--- config.mk ---
export PLATFORM = sky130hd
export DESIGN_NAME = sclk_gen
export DESIGN_NICKNAME = d
export VERILOG_FILES = /design/src/rtl/sclk_gen_pkg.sv /design/src/rtl/sclk_halfper_cnt.sv /design/src/rtl/sclk_gen.sv
export SDC_FILE = /design/constraint.sdc
export NUM_CORES = 1
export LEC_CHECK = 0
export ABC_AREA = 1
export ABC_CLOCK_PERIOD_IN_PS = 2700
export CAP_MARGIN = 15
export CORE_MARGIN = 3
export CORE_UTILIZATION = 50
export CTS_CLUSTER_DIAMETER = 50
export DETAILED_ROUTE_END_ITERATION = 7
export HOLD_SLACK_MARGIN = 0.06
export PLACE_DENSITY = 0.71
export SYNTH_ARGS = -nofsm -noshare
export SYNTH_HDL_FRONTEND = slang
export SYNTH_SLANG_ARGS = --single-unit
export TNS_END_PERCENT = 10
--- constraint.sdc ---
create_clock -name clk_in -period 2.7 [get_ports clk_in]
set_input_delay 0.675 -clock clk_in [delete_from_list [all_inputs] [get_ports clk_in]]
set_output_delay 0.675 -clock clk_in [all_outputs]
set_load 0.005 [all_outputs]
--- src/rtl/sclk_gen_pkg.sv ---
`default_nettype none
// ============================================================================
//  Module   : sclk_gen_pkg
//  Purpose  : Shared types for the SPI clock generator (FSM state, SPI mode).
//  Revision : 1.0 - initial release
// ============================================================================
package sclk_gen_pkg;

    typedef enum logic [0:0] {
        IDLE = 1'b0,
        RUN  = 1'b1
    } sclk_state_t;

    typedef struct packed {
        logic cpol;
        logic cpha;
    } spi_mode_t;

    // Leading edges sample when cpha=0, trailing edges sample when cpha=1.
    function automatic logic strobe_is_sample(input logic cpha, input logic trailing);
        return (cpha == trailing);
    endfunction

endpackage
`default_nettype wire

--- src/rtl/sclk_halfper_cnt.sv ---
`default_nettype none
// ============================================================================
//  Module   : sclk_halfper_cnt
//  Purpose  : Half-period down-counter; tick marks the last clk_in cycle of
//             each SCLK half-period (a half_period of 0 behaves as 1).
//  Revision : 1.0 - initial release
// ============================================================================
module sclk_halfper_cnt #(
    parameter int DIV_W = 16
) (
    input  logic             clk_in,
    input  logic             sresetn,
    input  logic             load,
    input  logic [DIV_W-1:0] half_period,
    input  logic             run,
    output logic             tick
);

    localparam logic [DIV_W-1:0] c_ONE = DIV_W'(1);

    logic [DIV_W-1:0] r_cnt;
    logic [DIV_W-1:0] r_reload;
    logic [DIV_W-1:0] w_reload;

    assign w_reload = (half_period == '0) ? '0 : (half_period - c_ONE);
    assign tick     = run && (r_cnt == '0);

    always_ff @(posedge clk_in) begin
        if (!sresetn) begin
            r_cnt    <= '0;
            r_reload <= '0;
        end else if (load) begin
            r_cnt    <= w_reload;
            r_reload <= w_reload;
        end else if (run) begin
            if (r_cnt == '0) begin
                r_cnt <= r_reload;
            end else begin
                r_cnt <= r_cnt - c_ONE;
            end
        end
    end

endmodule
`default_nettype wire

--- src/rtl/sclk_gen.sv ---
`default_nettype none
// ============================================================================
//  Module   : sclk_gen
//  Purpose  : SPI SCLK burst generator with sample/shift strobes.
//             Optional abort input enabled by defining SCLK_GEN_ABORT_EN.
//  Revision : 1.0 - initial release
// ============================================================================
module sclk_gen
    import sclk_gen_pkg::*;
#(
    parameter int DIV_W = 16,
    parameter int CNT_W = 6
) (
    input  logic             clk_in,
    input  logic             sresetn,
    input  logic             start,
    input  logic             cpol,
    input  logic             cpha,
    input  logic [DIV_W-1:0] half_period,
    input  logic [CNT_W-1:0] num_bits,
`ifdef SCLK_GEN_ABORT_EN
    input  logic             abort,
`endif
    output logic             sclk,
    output logic             strobe_sample,
    output logic             strobe_shift,
    output logic             busy,
    output logic             done
);

    localparam logic [CNT_W:0] c_EDGE_ONE = (CNT_W+1)'(1);

    sclk_state_t      r_state;
    sclk_state_t      w_state_next;
    spi_mode_t        r_mode;
    logic [CNT_W-1:0] r_num_bits;
    logic [CNT_W:0]   r_edge_cnt;
    logic             r_sclk;
    logic             r_done;

    logic w_abort;
    logic w_accept;
    logic w_run;
    logic w_tick;
    logic w_last;
    logic w_trailing;
    logic w_smp;
    logic w_shf;

`ifdef SCLK_GEN_ABORT_EN
    assign w_abort = abort;
`else
    assign w_abort = 1'b0;
`endif

    assign w_run      = (r_state == RUN);
    // A start coinciding with the done pulse is deliberately dropped.
    assign w_accept   = (r_state == IDLE) && start && (num_bits != '0) && !r_done && !w_abort;
    assign w_trailing = r_edge_cnt[0];
    assign w_last     = w_tick && (r_edge_cnt == ({r_num_bits, 1'b0} - c_EDGE_ONE));

    sclk_halfper_cnt #(
        .DIV_W(DIV_W)
    ) u_halfper_cnt (
        .clk_in     (clk_in),
        .sresetn    (sresetn),
        .load       (w_accept),
        .half_period(half_period),
        .run        (w_run),
        .tick       (w_tick)
    );

    always_ff @(posedge clk_in) begin
        if (!sresetn) begin
            r_state <= IDLE;
        end else begin
            r_state <= w_state_next;
        end
    end

    always_comb begin
        w_state_next = r_state;
        if (r_state == IDLE) begin
            if (w_accept) begin
                w_state_next = RUN;
            end
        end else begin
            if (w_abort || w_last) begin
                w_state_next = IDLE;
            end
        end
    end

    always_comb begin
        w_smp = 1'b0;
        w_shf = 1'b0;
        if (sresetn && w_run && w_tick && !w_abort) begin
            if (strobe_is_sample(r_mode.cpha, w_trailing)) begin
                w_smp = 1'b1;
            end else if (!(w_last && !r_mode.cpha)) begin
                w_shf = 1'b1;
            end
        end
    end

    always_ff @(posedge clk_in) begin
        if (!sresetn) begin
            r_mode     <= '0;
            r_num_bits <= '0;
            r_edge_cnt <= '0;
            r_sclk     <= 1'b0;
            r_done     <= 1'b0;
        end else begin
            r_done <= 1'b0;
            if (r_state == IDLE) begin
                r_sclk     <= cpol;
                r_edge_cnt <= '0;
                if (w_accept) begin
                    r_mode     <= '{cpol: cpol, cpha: cpha};
                    r_num_bits <= num_bits;
                end
            end else if (w_abort) begin
                r_sclk     <= r_mode.cpol;
                r_edge_cnt <= '0;
            end else if (w_last) begin
                r_sclk     <= r_mode.cpol;
                r_edge_cnt <= '0;
                r_done     <= 1'b1;
            end else if (w_tick) begin
                r_sclk     <= ~r_sclk;
                r_edge_cnt <= r_edge_cnt + c_EDGE_ONE;
            end
        end
    end

    assign sclk          = r_sclk;
    assign busy          = w_run;
    assign done          = r_done;
    assign strobe_sample = w_smp;
    assign strobe_shift  = w_shf;

endmodule
`default_nettype wire

**Word level (Yosys, flattened, before mapping)**

Index checks and enable logic that the tools add are counted.

- Word-level logic and storage cells: 52
- Flip-flop bits (word level): 50
- Bits of input ports: 27
- Output and inout bits: 5

- Multiplexer cells: 16
- Add/subtract/negate cells: 4
- Bitwise operators: 3
- Reduce and logical (&&, ||, !) cells: 17
- Eq/ne operators: 3

Operators with widths:

| kind | count |
|---|---|
| 16-bit 2-to-1 mux | 4 |
| 16-bit zero test | 2 |
| 16-bit by 1-bit subtractor with 16-bit output (second input constant) | 2 |
| 1-bit 2-to-1 mux | 12 |
| 1-bit logical AND | 8 |
| 7-bit by 1-bit adder with 7-bit output (second input constant) | 1 |
| 7-bit == test | 1 |
| 7-bit by 1-bit subtractor with 7-bit output (second input constant) | 1 |
| 6-bit nonzero test | 1 |
| 2-bit AND reduction | 2 |
| 3-bit by 1-bit inequality test with 1-bit output (second input constant) | 1 |
| 1-bit NOT | 3 |
| 3-bit OR reduction | 1 |
| 1-bit zero test | 2 |
| 2-bit nonzero test | 1 |
| 1-bit == test | 1 |

**Depth between registers and ports, before layout**

Gate-level depths: netlist of run 1.

- Depth in word-level cells: 7
- Depth in mapped cells: 13
- Depth with buffers taken out: 13

**By module**

Synthesis of run 1 repeated with hierarchy kept, for this count alone.

- Cells, all modules: 524
- Area total of the unflattened synthesis: 3334.4 um^2

By module, submodules not included:

| module | area an instance (um^2) | times used | cells each | seq. area each (um^2) |
|---|---|---|---|---|
| sclk_halfper_cnt | 2273.4 | 1 | 380 | 640.6 |
| sclk_gen | 1061.0 | 1 | 144 | 360.3 |

**Worst setup path after synthesis of run 1**

OpenSTA, ideal clock, no wires.

- Kind: reg2out
- Start point: reg r_num_bits[0]
- End point: out strobe_shift
- Slack: 0.718 ns
- Stages on the path, launching flop included: 9
- Arrival: 1.307 ns
- Path buffers: 0
- Required time: 2.025 ns
- Cells stage by stage: dfxtp_1 > inv_1 > ha_1 > xor2_1 > nand2_1 > nor2_1 > nand3_1 > nor2_2 > nor4_1

- Word-level cells in the longest chain between the ends: 7

Ends and longest elaborated chain:

| item | RTL line | source |
|---|---|---|
| start, declared | sclk_gen.sv:36 | `logic [CNT_W-1:0] r_num_bits;` |
| start signal, assigned | sclk_gen.sv:120 | `r_num_bits <= num_bits;` |
| 7-bit by 1-bit subtractor with 7-bit output | sclk_gen.sv:60 | `assign w_last = w_tick && (r_edge_cnt == ({r_num_bits, 1'b0} - c_EDGE_ONE));` |
| 7-bit == test | sclk_gen.sv:60 |  |
| 1-bit logical AND | sclk_gen.sv:60 |  |
| 1-bit logical AND | sclk_gen.sv:100 | `end else if (!(w_last && !r_mode.cpha)) begin` |
| 1-bit 2-to-1 mux | sclk_gen.sv:100 |  |
| 1-bit 2-to-1 mux | sclk_gen.sv:98 | `if (strobe_is_sample(r_mode.cpha, w_trailing)) begin` |
| 1-bit 2-to-1 mux | sclk_gen.sv:97 | `if (sresetn && w_run && w_tick && !w_abort) begin` |
| end, declared | sclk_gen.sv:26 | `output logic strobe_shift,` |

Every way passes these cells.

**Worst setup path after layout of run 1**

- Start point: reg u_halfper_cnt.r_cnt[0]
- End point: out strobe_shift

- Word-level cells in the longest chain between the ends: 7

Ends and longest elaborated chain:

| item | RTL line | source |
|---|---|---|
| start, declared | sclk_halfper_cnt.sv:21 | `logic [DIV_W-1:0] r_cnt;` |
| start signal, assigned | sclk_halfper_cnt.sv:33 | `r_cnt <= w_reload;` |
| start signal, assigned | sclk_halfper_cnt.sv:37 | `r_cnt <= r_reload;` |
| start signal, assigned | sclk_halfper_cnt.sv:39 | `r_cnt <= r_cnt - c_ONE;` |
| 16-bit zero test * | sclk_halfper_cnt.sv:26 | `assign tick = run && (r_cnt == '0);` |
| 1-bit logical AND * | sclk_halfper_cnt.sv:26 |  |
| 1-bit logical AND | sclk_gen.sv:60 |  |
| 1-bit logical AND | sclk_gen.sv:100 |  |
| 1-bit 2-to-1 mux | sclk_gen.sv:100 |  |
| 1-bit 2-to-1 mux | sclk_gen.sv:98 |  |
| 1-bit 2-to-1 mux * | sclk_gen.sv:97 |  |

Every way passes the cells marked *; elsewhere a longest branch is shown, timed or not.

==> run metrics, run 1 <==
Starting DRT DRC Count=about 190; commonest non-fill, non-tap cell in the layout=nand2_1; Power Density=570 mW/mm2; first-pass GRT wire length=13900 um; Core Area=0.00639 mm2; # fillers=617; Cells after Synth=511; DP Worst Slack=-51.8 ps; crit-path max FO=5; pin count of the biggest net entering global routing=33; Rel. slew slack=63.2%; Area after DPL=~0.0037 mm2; Top FF cell, synth=dfxtp_1; Worst EP required=2030 ps; Mean Syn Cell Area=6.50 um2; total power=2.18 mW; layout cells sized above 1=9.72%; period utilisation layout=just under 100%; CP peak stage delay=330 ps; design area=0.00383 mm2; clk_lat worst skew=roughly 310 ps; GR Overflow Total=0; Fin. Hold Viols=0; critical path class=flip-flop to output port; power share of the combinational group=34.4%; post-route ant nets=0; crit-path cells=inv_2 > ha_2 > nand3_1 > nor2_4 > nand3_4 > clkinv_2 > nand2_2 > nor2_2 > nor4_1 > dlygate4sd2_1; Final Routed Wirelength=8290 um; asr flop ratio synth=0%; sum of negative setup slack=0 ps; area grow syn2layout=15.5%; clock group share of total power=25.5%; clock tree buffer depth=2; final hold slack=478 ps; worst vdd ir=0.356 mV; die span in x=87.5 um; die area=0.00766 mm2; Final Non-Filler Cells=about 620; RD Place Congestion=0.958; IO Count=32; DR vias=3269; GRT Total Usage=22.8%; P_sw=792 uW; EDFF count, synth=0; crit path DAT=1950 ps; dpl hpwl=6320 um; final setup violation count=0; # diodes=0; Pint=1.39 mW; highest-count cells in the layout ignoring fill and taps=nand2_1 (136), nor2_1 (70), dfxtp_1 (50); number of instances in the placed design=615; CP Capture Type=output port; Max Cap Viol=0; Post-CTS Hold Buffers=0; DR vias/cell=5.26; sequential area share after synthesis=a little under a third; Leak Pwr=1.67 nW; outcome=completed; final setup margin=77.1 ps; final core utilization=60.1%; Yosys cell types=37; CTS tree=done; fmax=381 MHz; sw frac=36.2%; Synth top area share=30.1%; fin nets=578; Worst Hold Class=flip-flop to flip-flop; slowest library cell on the worst path=dfxtp_1; antenna violations before repair=0; Routed WL per cell=13.3 um; max-slew violations=0; Yosys warning count=0; Synth Net Count=between 500 and 600; row count=29; Seq pwr share=40.1%; minimum clock period=around 2600 ps; PortBufs=31; Initial Util=52.0%; ranking of synthesized cells by area=dfxtp_1 (30%), nand2_1 (15%), nor2_1 (7.9%), nand3_1 (5.9%), o21ai_0 (5.6%); Tightest Pin Transition=549 ps; clock sinks=50; unrepaired setup endpoints after global routing=true; element type at the critical path start=flip-flop; Die H=87.5 um; Worst Path Buf+Inv=3; DRT Pass-1 Iters=5; leading area contributor after synthesis=dfxtp_1; H-tree depth=2; skew final=9.71 ps; Reg clk slew, reported paths=90 ps; vias in the first global route=roughly 2900; CP delay by family, top=simple AND/OR/NAND/NOR gates; Post-Syn Area=0.00332 mm2; Root Buffer=clkbuf_8; synthesized flop and latch total=50; DRC errors left=0; cts bufs inserted=5
-- cell type report --
class                      instances  area (um2)  share of cell area, %
sequential                        50        1000                   26.1
inverter                          50         190                   4.96
tap                               77        96.3                   2.51
timing repair buffer              41         387                   10.1
clock inverter                     1        30.0                  0.783
clock buffer                       6        82.6                   2.15
multi-input combinational        397        2050                   53.4
-- power groups by stage --
| stage | combinational (mW) | sequential [mW] | clock [mW] |
|---|---|---|---|
| after floorplan | 0.558 | 0.876 | 0 |
| after global placement | 0.731 | 0.890 | 0 |
| after detailed placement | 0.738 | 0.891 | 0 |
| after CTS | 0.743 | 0.875 | 0.562 |
| after global routing | 0.859 | 0.886 | 0.592 |
| final | 0.752 | 0.877 | 0.556 |
-- worst paths after layout --
path                             start                   endpoint  slack (ps)  cells past startpoint
max             u_halfper_cnt.r_cnt[0]               strobe_shift          80                     10
min          u_halfper_cnt.r_reload[5]  u_halfper_cnt.r_reload[5]         480                      2
max reg2reg                       busy    u_halfper_cnt.r_cnt[15]         810                     10
min reg2reg  u_halfper_cnt.r_reload[5]  u_halfper_cnt.r_reload[5]         480                      2
-- kinds of logic after synthesis --
logic type               Yosys count  share of synthesized area, %
AND/OR/NAND/NOR                  292                          40.8
AO/OA/AOI/OAI                     77                          12.7
buffers and inverters             64                          8.25
flip-flops                        50                          30.1
XOR/XNOR                          22                          5.80
adder cells (fa/ha/maj)            6                          2.26
-- repair_timing --
item                                    CTS  global route
gates resized for setup                   1             3
pin swaps                                 0             1
hold endpoints to repair                  0             0
setup buffers                             0             0
endpoints found under the setup margin    2             2
-- registers in the layout (all words and copies together), names as in the netlist --
name                    count
r_mode                      2
u_halfper_cnt.r_reload     16
r_num_bits                  6
r_edge_cnt                  7
u_halfper_cnt.r_cnt        16
busy                        1
done                        1
sclk                        1
-- worst register-to-register path, cell delays in order (launching register included) --
cell and delay (ps):
dfxtp_1 420, buf_4 220, inv_2 70, nand2_2 70, nor2_4 40, nand2_4 160
nand2_2 350, o21ai_0 300, inv_1 60, nand2_1 60, inv_1 30
-- Yosys cell counts (all sizes together), types with 3 or more instances --
master and number:
nor2 84, o21ai 38, xnor2 11, nand3b 4, buf 9, a31oi 10
xor2 11, dfxtp 50, clkbuf 5, clkinv 3, inv 47, a21oi 25
or2 4, nor3 8, ha 6, nand2 145, nand3 41
-- metal layers --
metal | global-route usage, % | up-vias | share of wire [%]
met1 | 34.4 | 1456 | 52
met5 | 0 | - | 0
li1 | - | 1718 | -
met3 | 3.12 | 11 | 4.5
met2 | 34.3 | 84 | 42
met4 | 4.74 | 0 | 1.3
Power figures use the tool's default switching activity.
==> run 2, diff against run 1 <==
--- a/config.mk
+++ b/config.mk
@@ -7,13 +7,12 @@
 export LEC_CHECK = 0
 export ABC_AREA = 1
 export ABC_CLOCK_PERIOD_IN_PS = 2700
-export CAP_MARGIN = 15
 export CORE_MARGIN = 3
 export CORE_UTILIZATION = 50
 export CTS_CLUSTER_DIAMETER = 50
 export DETAILED_ROUTE_END_ITERATION = 7
-export HOLD_SLACK_MARGIN = 0.06
 export PLACE_DENSITY = 0.71
+export SLEW_MARGIN = 5
 export SYNTH_ARGS = -nofsm -noshare
 export SYNTH_HDL_FRONTEND = slang
 export SYNTH_SLANG_ARGS = --single-unit
==> results of run 2 <==
Final layout, timing and power as in run 1 (identical DEF).
==> run 3, diff against run 2 <==
--- a/config.mk
+++ b/config.mk
@@ -11,6 +11,7 @@
 export CORE_UTILIZATION = 50
 export CTS_CLUSTER_DIAMETER = 50
 export DETAILED_ROUTE_END_ITERATION = 7
+export MAX_ROUTING_LAYER = met4
 export PLACE_DENSITY = 0.71
 export SLEW_MARGIN = 5
 export SYNTH_ARGS = -nofsm -noshare
==> run 3 against run 2 <==
Effect of this change: clock power is 4.3% lower; die area stayed put; sequential cell count stayed put; largest cell class unchanged; largest power group unchanged; highest routed layer unchanged.
==> run metrics, run 3 (same netlist as run 1, synthesis figures left out) <==
outcome=completed (unchanged); # diodes=0 (unchanged); final setup margin=65.3 ps (was 77.1 ps); Post-CTS Hold Buffers=0 (unchanged); Root Buffer=clkbuf_8 (unchanged); Routed WL per cell=13.5 um (was 13.3 um); vias in the first global route=2959 (was 2878); worst vdd ir=0.425 mV (was 0.356 mV); clock tree buffer depth=2 (unchanged); Die H=87.5 um (unchanged); skew final=7.03 ps (was 9.71 ps); RD Place Congestion=0.934 (was 0.958); met2 Use GR=34.3% (unchanged); fmax=380 MHz (was 381 MHz); DP Worst Slack=-16.3 ps (was -51.8 ps); Max Cap Viol=0 (unchanged); die area=0.00766 mm2 (unchanged); Regs by FF count=u_halfper_cnt.r_cnt (16), u_halfper_cnt.r_reload (16), r_edge_cnt (7) (unchanged); layout cells sized above 1=10.2% (was 9.72%); Starting DRT DRC Count=272 (was 188); highest-count cells in the layout ignoring fill and taps=nand2_1 (136), nor2_1 (70), dfxtp_1 (50) (unchanged); minimum clock period=2630 ps (was 2620 ps); clk_lat worst skew=310 ps (about the same); element type at the critical path start=flip-flop (unchanged); fin nets=582 (was 578); H-tree depth=2 (unchanged); commonest non-fill, non-tap cell in the layout=nand2_1 (unchanged); cts bufs inserted=5 (unchanged); clock sinks=50 (unchanged); GR Overflow Total=0 (unchanged); post-route ant nets=0 (unchanged); met1 Use GR=34.1% (was 34.4%); met3 Usage GRT=4.54% (was 3.12%); DRT Pass-1 Iters=5 (unchanged); die span in x=87.5 um (unchanged); first-pass GRT wire length=14000 um (was 13900 um); layer carrying the most global-route usage=met2 (was met1); GRT Total Usage=23.9% (was 22.8%); area grow syn2layout=16.4% (was 15.5%); final setup violation count=0 (unchanged); CTS tree=done (unchanged); worst reg-to-reg setup slack=810 ps (about the same); Rel. slew slack=65.2% (was 63.2%); critical path class=flip-flop to output port (unchanged); Worst Hold Class=flip-flop to flip-flop (unchanged); Core Area=0.00639 mm2 (unchanged); Leak Pwr=1.68 nW (was 1.67 nW); antenna violations before repair=0 (unchanged); Fin. Hold Viols=0 (unchanged); unrepaired setup endpoints after global routing=true (unchanged); PortBufs=31 (unchanged); crit path DAT=1960 ps (was 1950 ps); CP Capture Type=output port (unchanged); sum of negative setup slack=0 ps (unchanged); Reg clk slew, reported paths=90 ps (about the same); max-slew violations=0 (unchanged); DRC errors left=0 (unchanged); Tightest Pin Transition=518 ps (was 549 ps); Initial Util=52.0% (unchanged); pin count of the biggest net entering global routing=29 (was 33); row count=29 (unchanged); Final Routed Wirelength=8440 um (was 8290 um); IO Count=32 (unchanged); dpl hpwl=6500 um (was 6320 um); DR vias=3328 (was 3269); crit-path max FO=5 (unchanged); period utilisation layout=97.6% (was 97.1%); Power Density=563 mW/mm2 (was 570 mW/mm2); DR vias/cell=5.31 (was 5.26); final core utilization=60.5% (was 60.1%); Worst EP required=2030 ps (about the same)
==> run 3: cell count changes in the layout (fill, tap and decap cells not counted), sizes merged <==
cell / change
buf: +4
clkbuf: +1
==> run 3: routing by layer <==
metal  up-vias  wire, um
met2        80      3550
met3        10       394
met1      1518      4380
li1       1720         -
met5         -         0
met4         0       115
==> run 3: metrics by stage <==
| step | hold slack (ps) | std cells | instance area (um2) | total power, mW |
|---|---|---|---|---|
| 3_3_place_gp | 462 | 616 | 3730 | 1.63 |
| 4_1_cts | 478 | 624 | 3830 | 2.16 |
| 3_5_place_dp | 465 | 616 | 3730 | 1.64 |
| 6_report | 476 | 627 | 3860 | 2.18 |
| 2_1_floorplan | 448 | 511 | 3320 | 1.43 |
| 5_1_grt | 498 | 627 | 3860 | 2.32 |
==> run 3: final timing paths <==
check        cells past startpoint                         to                       from
max                             10               strobe_shift     u_halfper_cnt.r_cnt[1]
min                              2  u_halfper_cnt.r_reload[2]  u_halfper_cnt.r_reload[2]
max reg2reg                     11     u_halfper_cnt.r_cnt[7]                       busy
min reg2reg                      2  u_halfper_cnt.r_reload[2]  u_halfper_cnt.r_reload[2]
==> run 3: worst max-delay path, cell delays in order, from the launching register on <==
cell and delay [ps]:
dfxtp_1 330, inv_1 80, ha_2 200, nand3_1 120
nor2_4 190, nand3_4 130, clkinv_2 110, nand2_2 50
nor2_2 120, nor4_1 50, dlygate4sd2_1 270
==> run 3: power by group <==
| part | total (mW) | switching (mW) | internal, mW |
|---|---|---|---|
| sequential | 0.878 | 0.0685 | 0.810 |
| clock | 0.532 | 0.255 | 0.278 |
| combinational | 0.765 | 0.470 | 0.295 |
==> run 3: timing repair <==
| action | 4_1_cts | 5_1_grt |
|---|---|---|
| pin swaps | 0 | 1 |
| gates resized for setup | 1 | 3 |
| buffers inserted | 0 | 3 |
| endpoints found under the setup margin | 2 | 2 |
| gates cloned | 0 | 0 |
==> run 3: final cells by class <==
cell class / instances / area, um2
Clock buffer: 7 / 76.3
Clock inverter: 1 / 30.0
Fill cell: 639 / 2520
Inverter: 50 / 190
Multi-Input combinational cell: 397 / 2050
Sequential cell: 50 / 1000
Tap cell: 77 / 96.3
Timing Repair Buffer: 45 / 417
